--- config.mk ---
export PLATFORM = sky130hd
export DESIGN_NAME = pipe_trace_monitor
export DESIGN_NICKNAME = d
export VERILOG_FILES = /design/src/rtl/trace_pkg.sv /design/src/rtl/pipe_trace_monitor_fifo.sv /design/src/rtl/pipe_trace_monitor.sv
export SDC_FILE = /design/constraint.sdc
export NUM_CORES = 2
export LEC_CHECK = 0
export CORE_MARGIN = 1.5
export CORE_UTILIZATION = 45
export CTS_CLUSTER_DIAMETER = 100
export DETAILED_ROUTE_END_ITERATION = 7
export GPL_TIMING_DRIVEN = 0
export PLACE_DENSITY = 0.65
export SLEW_MARGIN = 30
export SYNTH_ARGS = -nofsm -noshare
export SYNTH_HDL_FRONTEND = slang
export SYNTH_SLANG_ARGS = --single-unit
export TNS_END_PERCENT = 1
--- constraint.sdc ---
create_clock -name clk -period 6.5 [get_ports clk]
set_input_delay 1.95 -clock clk [delete_from_list [all_inputs] [get_ports clk]]
set_output_delay 1.95 -clock clk [all_outputs]
set_load 0.005 [all_outputs]
--- src/rtl/trace_pkg.sv ---
// Shared types for the pipeline trace monitor: trace entry layout, capture modes and FSM states.
package trace_pkg;

  localparam int TRACE_XLEN    = 32;
  localparam int TRACE_RADDR_W = 5;

  // Default-width view of one trace record; the top builds the same layout from its parameters.
  typedef struct packed {
    logic [TRACE_XLEN-1:0]    pc;
    logic [TRACE_XLEN-1:0]    instr;
    logic [TRACE_RADDR_W-1:0] rd;
    logic                     we;
    logic [TRACE_XLEN-1:0]    data;
  } trace_entry_t;

  typedef enum logic [1:0] {
    MODE_OFF  = 2'd0,
    MODE_FILL = 2'd1,
    MODE_WRAP = 2'd2,
    MODE_TRIG = 2'd3
  } mon_mode_e;

  typedef enum logic [1:0] {
    ST_IDLE    = 2'd0,
    ST_ARMED   = 2'd1,
    ST_CAPTURE = 2'd2,
    ST_STOPPED = 2'd3
  } mon_state_e;

endpackage

--- src/rtl/pipe_trace_monitor_fifo.sv ---
// First-word-fall-through trace FIFO; when full, a lone push either is rejected or,
// with wrap set, overwrites the oldest entry.
module trace_fifo #(
  parameter int WIDTH = 32,
  parameter int DEPTH = 16,
  parameter int AW    = $clog2(DEPTH),
  parameter int CW    = AW + 1
) (
  input  logic             clk,
  input  logic             rst_n,
  input  logic             clr,
  input  logic             push,
  input  logic             pop,
  input  logic             wrap,
  input  logic [WIDTH-1:0] din,
  output logic [WIDTH-1:0] head,
  output logic             valid,
  output logic [CW-1:0]    count,
  output logic             full,
  output logic             dropped,
  output logic             overwrote
);

  logic [WIDTH-1:0] mem_r [DEPTH];
  logic [AW-1:0]    wr_ptr_r;
  logic [AW-1:0]    rd_ptr_r;
  logic [CW-1:0]    count_r;
  logic             do_pop_s;
  logic             do_push_s;
  logic             blocked_s;

  // Classify this cycle's push/pop against the current occupancy.
  always_comb begin
    full      = (count_r == CW'(DEPTH));
    do_pop_s  = pop && (count_r != '0);
    blocked_s = push && full && !do_pop_s;
    overwrote = blocked_s && wrap;
    dropped   = blocked_s && !wrap;
    do_push_s = push && !dropped;
  end

  // Pointer and occupancy registers; an overwrite moves both pointers and keeps the count.
  always_ff @(posedge clk or negedge rst_n) begin
    if (!rst_n) begin
      wr_ptr_r <= '0;
      rd_ptr_r <= '0;
      count_r  <= '0;
    end else if (clr) begin
      wr_ptr_r <= '0;
      rd_ptr_r <= '0;
      count_r  <= '0;
    end else begin
      if (do_push_s) wr_ptr_r <= wr_ptr_r + AW'(1);
      if (do_pop_s || overwrote) rd_ptr_r <= rd_ptr_r + AW'(1);
      case ({do_push_s && !overwrote, do_pop_s})
        2'b10:   count_r <= count_r + CW'(1);
        2'b01:   count_r <= count_r - CW'(1);
        default: count_r <= count_r;
      endcase
    end
  end

  // Storage array, written at the tail.
  always_ff @(posedge clk) begin
    if (do_push_s && !clr) mem_r[wr_ptr_r] <= din;
  end

  assign head  = mem_r[rd_ptr_r];
  assign valid = (count_r != '0);
  assign count = count_r;

endmodule

--- src/rtl/pipe_trace_monitor.sv ---
// Pipeline trace monitor: watches the WB retire stream, keeps saturating performance
// counters and captures retired instructions into a drainable trace FIFO.
module pipe_trace_monitor
  import trace_pkg::*;
#(
  parameter int XLEN        = 32,
  parameter int TRACE_DEPTH = 16,
  parameter int CNT_W       = 32,
  parameter int RADDR_W     = 5
) (
  input  logic                         clk,
  input  logic                         reset,
  input  logic                         enable,
  input  logic [1:0]                   mode,
  input  logic [XLEN-1:0]              trig_pc,
  input  logic                         clear,
  input  logic                         wb_isValid,
  input  logic [XLEN-1:0]              wb_pc,
  input  logic [XLEN-1:0]              wb_instr,
  input  logic [RADDR_W-1:0]           wb_rd,
  input  logic                         wb_regWrite,
  input  logic [XLEN-1:0]              wb_data,
  input  logic                         id_stall,
  input  logic                         flush,
  output logic                         tr_valid,
  input  logic                         tr_ready,
  output logic [XLEN-1:0]              tr_pc,
  output logic [XLEN-1:0]              tr_instr,
  output logic [XLEN-1:0]              tr_data,
  output logic [RADDR_W-1:0]           tr_rd,
  output logic                         tr_we,
  output logic [$clog2(TRACE_DEPTH):0] tr_count,
  output logic [CNT_W-1:0]             cyc_cnt,
  output logic [CNT_W-1:0]             ret_cnt,
  output logic [CNT_W-1:0]             stall_cnt,
  output logic [CNT_W-1:0]             flush_cnt,
  output logic [CNT_W-1:0]             drop_cnt,
  output logic                         overflow,
  output logic                         trig_hit,
  output logic [1:0]                   state_out
);

  localparam int CW = $clog2(TRACE_DEPTH) + 1;
  localparam logic [CW-1:0] NEAR_FULL_C = CW'(TRACE_DEPTH - 1);

  typedef struct packed {
    logic [XLEN-1:0]    pc;
    logic [XLEN-1:0]    instr;
    logic [RADDR_W-1:0] rd;
    logic               we;
    logic [XLEN-1:0]    data;
  } entry_t;

  function automatic logic [CNT_W-1:0] sat_inc(input logic [CNT_W-1:0] v, input logic en);
    if (en && (v != {CNT_W{1'b1}})) return v + CNT_W'(1);
    else return v;
  endfunction

  mon_state_e state_r, state_nx_s;
  mon_mode_e  mode_s;
  entry_t     push_entry_s, head_s;
  logic       active_s, trig_s, push_req_s, do_pop_s, fill_mode_s;
  logic       fifo_valid_s, fifo_full_s, fifo_drop_s, fifo_ovw_s;
  logic [CW-1:0] fifo_count_s;

  assign mode_s       = mon_mode_e'(mode);
  assign active_s     = enable && (mode_s != MODE_OFF);
  assign fill_mode_s  = (mode_s == MODE_FILL) || (mode_s == MODE_TRIG);
  assign trig_s       = active_s && (state_r == ST_ARMED) && wb_isValid && (wb_pc == trig_pc);
  // STOPPED still presents retires to the FIFO so rejected pushes are counted as drops.
  assign push_req_s   = active_s && wb_isValid &&
                        ((state_r == ST_CAPTURE) || (state_r == ST_STOPPED) || trig_s);
  assign do_pop_s     = tr_ready && fifo_valid_s;
  assign push_entry_s = '{pc: wb_pc, instr: wb_instr, rd: wb_rd, we: wb_regWrite, data: wb_data};

  trace_fifo #(
    .WIDTH ($bits(entry_t)),
    .DEPTH (TRACE_DEPTH)
  ) u_fifo (
    .clk       (clk),
    .rst_n     (reset),
    .clr       (clear),
    .push      (push_req_s),
    .pop       (tr_ready),
    .wrap      (mode_s == MODE_WRAP),
    .din       (push_entry_s),
    .head      (head_s),
    .valid     (fifo_valid_s),
    .count     (fifo_count_s),
    .full      (fifo_full_s),
    .dropped   (fifo_drop_s),
    .overwrote (fifo_ovw_s)
  );

  // Next-state logic: clear first, then disable, then per-state capture control.
  always_comb begin
    state_nx_s = state_r;
    if (clear) begin
      state_nx_s = (enable && (mode_s == MODE_TRIG)) ? ST_ARMED : ST_IDLE;
    end else if (!active_s) begin
      state_nx_s = ST_IDLE;
    end else begin
      case (state_r)
        ST_IDLE:    state_nx_s = (mode_s == MODE_TRIG) ? ST_ARMED : ST_CAPTURE;
        ST_ARMED:   state_nx_s = trig_s ? ST_CAPTURE : ST_ARMED;
        ST_CAPTURE: state_nx_s = (fill_mode_s && push_req_s && !do_pop_s &&
                                  (fifo_count_s >= NEAR_FULL_C)) ? ST_STOPPED : ST_CAPTURE;
        ST_STOPPED: state_nx_s = fifo_full_s ? ST_STOPPED : ST_CAPTURE;
        default:    state_nx_s = ST_IDLE;
      endcase
    end
  end

  // State register.
  always_ff @(posedge clk or negedge reset) begin
    if (!reset) state_r <= ST_IDLE;
    else        state_r <= state_nx_s;
  end

  // Saturating performance counters and sticky flags.
  always_ff @(posedge clk or negedge reset) begin
    if (!reset) begin
      cyc_cnt   <= '0;
      ret_cnt   <= '0;
      stall_cnt <= '0;
      flush_cnt <= '0;
      drop_cnt  <= '0;
      overflow  <= 1'b0;
      trig_hit  <= 1'b0;
    end else if (clear) begin
      cyc_cnt   <= '0;
      ret_cnt   <= '0;
      stall_cnt <= '0;
      flush_cnt <= '0;
      drop_cnt  <= '0;
      overflow  <= 1'b0;
      trig_hit  <= 1'b0;
    end else if (enable) begin
      cyc_cnt   <= sat_inc(cyc_cnt, 1'b1);
      ret_cnt   <= sat_inc(ret_cnt, wb_isValid);
      stall_cnt <= sat_inc(stall_cnt, id_stall);
      flush_cnt <= sat_inc(flush_cnt, flush);
      drop_cnt  <= sat_inc(drop_cnt, fifo_drop_s);
      overflow  <= overflow | fifo_ovw_s;
      trig_hit  <= trig_hit | trig_s;
    end else begin
      overflow  <= overflow;
      trig_hit  <= trig_hit;
    end
  end

  assign tr_valid  = fifo_valid_s;
  assign tr_count  = fifo_count_s;
  assign tr_pc     = fifo_valid_s ? head_s.pc    : '0;
  assign tr_instr  = fifo_valid_s ? head_s.instr : '0;
  assign tr_data   = fifo_valid_s ? head_s.data  : '0;
  assign tr_rd     = fifo_valid_s ? head_s.rd    : '0;
  assign tr_we     = fifo_valid_s ? head_s.we    : 1'b0;
  assign state_out = state_r;

endmodule

==> tab_implementation.tex <==
\begin{tabular}{lr}
\hline
Metric & Value \\
\hline
\multicolumn{2}{l}{\textbf{Floorplan}} \\
\quad Die width & 401 um \\
\quad Area of the die & 161000 um2 \\
\quad Initial standard-cell utilization of the core & 45.2\% \\
\quad Placeable Area & 158000 um2 \\
\quad Number of I/O pins & 416 \\
\quad Vert. Die Dim & 401 um \\
\quad Standard-cell rows & about 150 \\
\multicolumn{2}{l}{\textbf{Final layout}} \\
\quad Final nets & 4330 \\
\quad Most common cell after layout, fill and taps aside & edfxtp\_1 \\
\quad Share of the core filled with cells & 55.5\% \\
\quad Proportion of layout cells with a drive suffix above 1 & 23.0\% \\
\quad Post-route cell area & 87700 um2 \\
\quad Layout overhead on the synthesized area & 22.8\% \\
\quad Count of fill cells added during filler insertion & 11800 \\
\quad Most frequent cells in the layout & edfxtp\_1, mux4\_2, clkdlybuf4s50\_1, clkbuf\_16, dfrtp\_1 \\
\multicolumn{2}{l}{\textbf{Worst setup path}} \\
\quad Endpoint of the worst register-to-register path & u\_fifo.mem\_r[5][20]\$\_DFFE\_PP\_ \\
\quad Worst-case reg-to-reg path depth & 13 \\
\quad Critical path fanouts, max & 10 \\
\quad Endpoint kind of the worst setup timing path & output port \\
\quad Worst setup startpoint & u\_fifo.rd\_ptr\_r[1]\$\_DFFE\_PN0P\_ \\
\quad Launching point of the worst reg2reg path & u\_fifo.count[0]\$\_DFFE\_PN0P\_ \\
\quad Required time of the critical path & 4.55 ns \\
\quad FF-to-FF setup slack & 2.58 ns \\
\quad Category of the critical setup timing path & flip-flop to output port \\
\quad Data arrival time of the critical path & 4.38 ns \\
\quad Startpoint type of the worst setup path & flip-flop \\
\multicolumn{2}{l}{\textbf{Global route}} \\
\quad Vias in the first global route & 37600 \\
\quad GRT Max-Usage Layer & met2 \\
\quad Met2 usage & between 30 and 40\% \\
\quad Combined global-route utilization of all metal layers & 23.5\% \\
\quad Fraction of met3 tracks used by global routing & 6.29\% \\
\quad Met1 layer usage reported by global route & approximately 32\% \\
\quad Initial antenna violation count & 28 \\
\quad GRT Residual Overflow & 0 \\
\quad Largest net degree at the start of global routing & 73 \\
\quad Wire length of the first global-routing pass & around 270 mm \\
\multicolumn{2}{l}{\textbf{Outcome}} \\
\quad Result of the run & finished clean \\
\multicolumn{2}{l}{\textbf{Routing}} \\
\quad Via count & approximately 37000 \\
\quad Number of DRC violations after detailed-routing iteration 0 & 3614 \\
\quad Number of remaining DRC errors & 0 \\
\quad Drt wl/cell & just under 30 um \\
\quad Total wire length after detailed routing & around 190 mm \\
\quad Detailed-route vias per instance & 5.80 \\
\quad First drt pass iteration count & 5 \\
\quad Number of routed nets with antenna violations & 0 \\
\multicolumn{2}{l}{\textbf{Clock network}} \\
\quad Maximum buffer depth of the clock tree & 3 \\
\quad Level count of the clock H-tree & 4 \\
\quad Buffer type at the clock tree root & clkbuf\_16 \\
\quad Clock insertion delay at the later pin of the skew report & 0.83 ns \\
\quad Clock transition at the registers of the reported paths & around 0.060 ns \\
\quad Num Clock Sinks & 1809 \\
\quad TritonCTS clock tree & yes \\
\quad Hold\_buf cts & 0 \\
\quad Inserted Clock Buffers & 181 \\
\multicolumn{2}{l}{\textbf{Hold path}} \\
\quad Worst hold path depth & 2 \\
\quad Hold endpoint & overflow\$\_DFFE\_PN0P\_ \\
\quad Worst hold path startpoint & overflow\$\_DFFE\_PN0P\_ \\
\quad Worst hold-check path type & flip-flop to flip-flop \\
\multicolumn{2}{l}{\textbf{Synth}} \\
\quad Top cells by area, synth & edfxtp\_1, mux4\_2, dfrtp\_1, xor2\_1, and2\_1 \\
\quad Syn Nets & 3600 \\
\quad Distinct cell type count of the synthesized netlist & 58 \\
\quad Cell count after synthesis & 3442 \\
\quad Leading register cell type out of synthesis & edfxtp\_1 \\
\quad Post-synth EDFFs & 1632 \\
\quad Per-instance average area after synthesis & 20.8 um2 \\
\quad Cell area after synthesis & 71500 um2 \\
\quad Async set or reset register ratio after synthesis & 9.78\% \\
\quad Sequential element share of the synthesized area & 74.8\% \\
\quad Post-synthesis cell type with the largest combined area & edfxtp\_1 \\
\quad Share of the synthesized area in the top cell type & between 60\% and 70\% \\
\quad Flip-flop and latch count after synthesis & between 1500 and 2000 \\
\quad Number of warning messages in the yosys log & 0 \\
\multicolumn{2}{l}{\textbf{Placement}} \\
\quad Post-detail-place hpwl & 126 mm \\
\quad Pre-CTS setup slack & -1.23 ns \\
\quad Routability cong. & 0.826 \\
\quad Port bufs & 414 \\
\quad Placed cell area & $\sim$82000 um2 \\
\multicolumn{2}{l}{\textbf{STA}} \\
\quad Worst slew margin relative to its limit & 32.5\% \\
\quad Setup TNS after final layout & 0 ns \\
\quad Layout Skew & around 0.057 ns \\
\quad Worst Max-Slew Pin Slew & 1.01 ns \\
\quad Worst setup margin & around 0.17 ns \\
\quad Number of hold violations in the final report & 0 \\
\quad Post-route minimum period & roughly 6.3 ns \\
\quad Crit share post-route & 97.4\% \\
\quad Final max-slew violation count & 0 \\
\quad Unrepaired setup endpoints after global routing & false \\
\quad Endpoints failing setup & 0 \\
\quad Max Clk Rate & 0.158 GHz \\
\multicolumn{2}{l}{\textbf{Power and ir drop}} \\
\quad Areal power density over the cells & between 300 and 400 nW/um2 \\
\quad Sum of internal, switching and leakage power & 29000 uW \\
\quad Largest vdd supply drop & between 200 and 300 uV \\
\quad Pleak & 0.0279 uW \\
\multicolumn{2}{l}{\textbf{Flow run}} \\
\quad \# Max-Cap Violations & 0 \\
\hline
\end{tabular}
## synthesized netlist by cell type (all sizes together) (2+ instances only)
master and count:
nor4 21, a41oi 2, or2 2, nand2b 5
clkbuf 109, o211ai 2, a21boi 2, nand3b 2
nor2b 4, mux4 510, xnor2 42, and2 121
o31a 2, buf 52, nand3 74, a21o 2
inv 20, o31ai 3, and4 24, mux2i 9
ha 13, a311oi 6, or4 2, and3 28
dfrtp 177, nor2 187, nor4b 4, a21oi 38
mux2 5, xor2 123, nor3b 3, o21bai 2
nor3 23, edfxtp 1632, or3 24, nand2 83
o21ai 23, nand4b 3, nand4 52
## timing repair
action / 4_1_cts / 5_1_grt
pin swaps: 0 / 2
resized for setup: 4 / 9
setup buffers: 0 / 1
endpoints found under the hold margin: 0 / 0
setup endpoints to repair: 200 / 61
## layout make-up
| class | instances | area [um2] | share of cell area [%] |
|---|---|---|---|
| inverter | 20 | 75.1 | 0.0856 |
| timing repair buffer | 547 | 7630 | 8.70 |
| antenna | 8 | 20.0 | 0.0228 |
| multi-input combinational | 1452 | 17500 | 19.9 |
| sequential | 1809 | 53400 | 60.9 |
| tap | 2072 | 2590 | 2.96 |
| clock inverter | 106 | 1080 | 1.23 |
| clock buffer | 231 | 4750 | 5.41 |
| buffer | 161 | 689 | 0.786 |
## through the flow
step                      std cells  hold WS, ns
after floorplan                3442        0.486
after global placement         5928        0.479
after detailed placement       6060        0.506
after CTS                      6397        0.522
after global routing           6403        0.529
final                          6406        0.527
## where the power goes
| part | total, uW | switching, uW | internal [uW] |
|---|---|---|---|
| clock network | 10200 | 4440 | 5790 |
| logic | 6040 | 3020 | 3010 |
| registers | 12700 | 29.6 | 12700 |
## logic make-up after synthesis
family / after synthesis / synth area share (%)
compound gates: 86 / 0.784
xor+xnor: 165 / 2.02
fa+ha+maj: 14 / 0.256
buf+inv: 181 / 1.01
flops: 1809 / 74.8
mux: 524 / 16.3
simple gates: 663 / 4.88
## flip-flops by register name, indices dropped and copies added, names as in the netlist
name             count
u_fifo.mem_r      1632
cyc_cnt             32
drop_cnt            32
flush_cnt           32
ret_cnt             32
stall_cnt           32
u_fifo.count         5
u_fifo.rd_ptr_r      4
u_fifo.wr_ptr_r      4
state_out            2
overflow             1
trig_hit             1
## critical path: stages (launching register included)
cell and delay, ns:
dfrtp_1 0.34, clkbuf_1 0.17, clkbuf_2 0.54, clkbuf_1 0.77, mux4_2 0.44, mux4_2 0.52
and2_1 0.19, clkdlybuf4s50_1 0.56
## metal layers
layer	wire length, um	part of all wire (%)	vias up
met2	90900	48	1596
li1	-	-	15600
met3	16500	8.8	280
met5	300	0.16	-
met4	4550	2.4	30
met1	75600	40	19600
## how the worst max path moves through the flow
stage / to / slack (ns) / depth (start not counted)
2_1_floorplan: u_fifo.mem_r[4][0]$_DFFE_PP_ / -0.20 / 9
3_3_place_gp: u_fifo.mem_r[8][20]$_DFFE_PP_ / -6.60 / 8
3_5_place_dp: u_fifo.mem_r[5][21]$_DFFE_PP_ / -1.23 / 14
4_1_cts: u_fifo.mem_r[5][20]$_DFFE_PP_ / 0.06 / 14
5_1_grt: tr_pc[23] / 0.04 / 7
6_report: tr_pc[23] / 0.17 / 7
(Power assumes the default switching activity.)
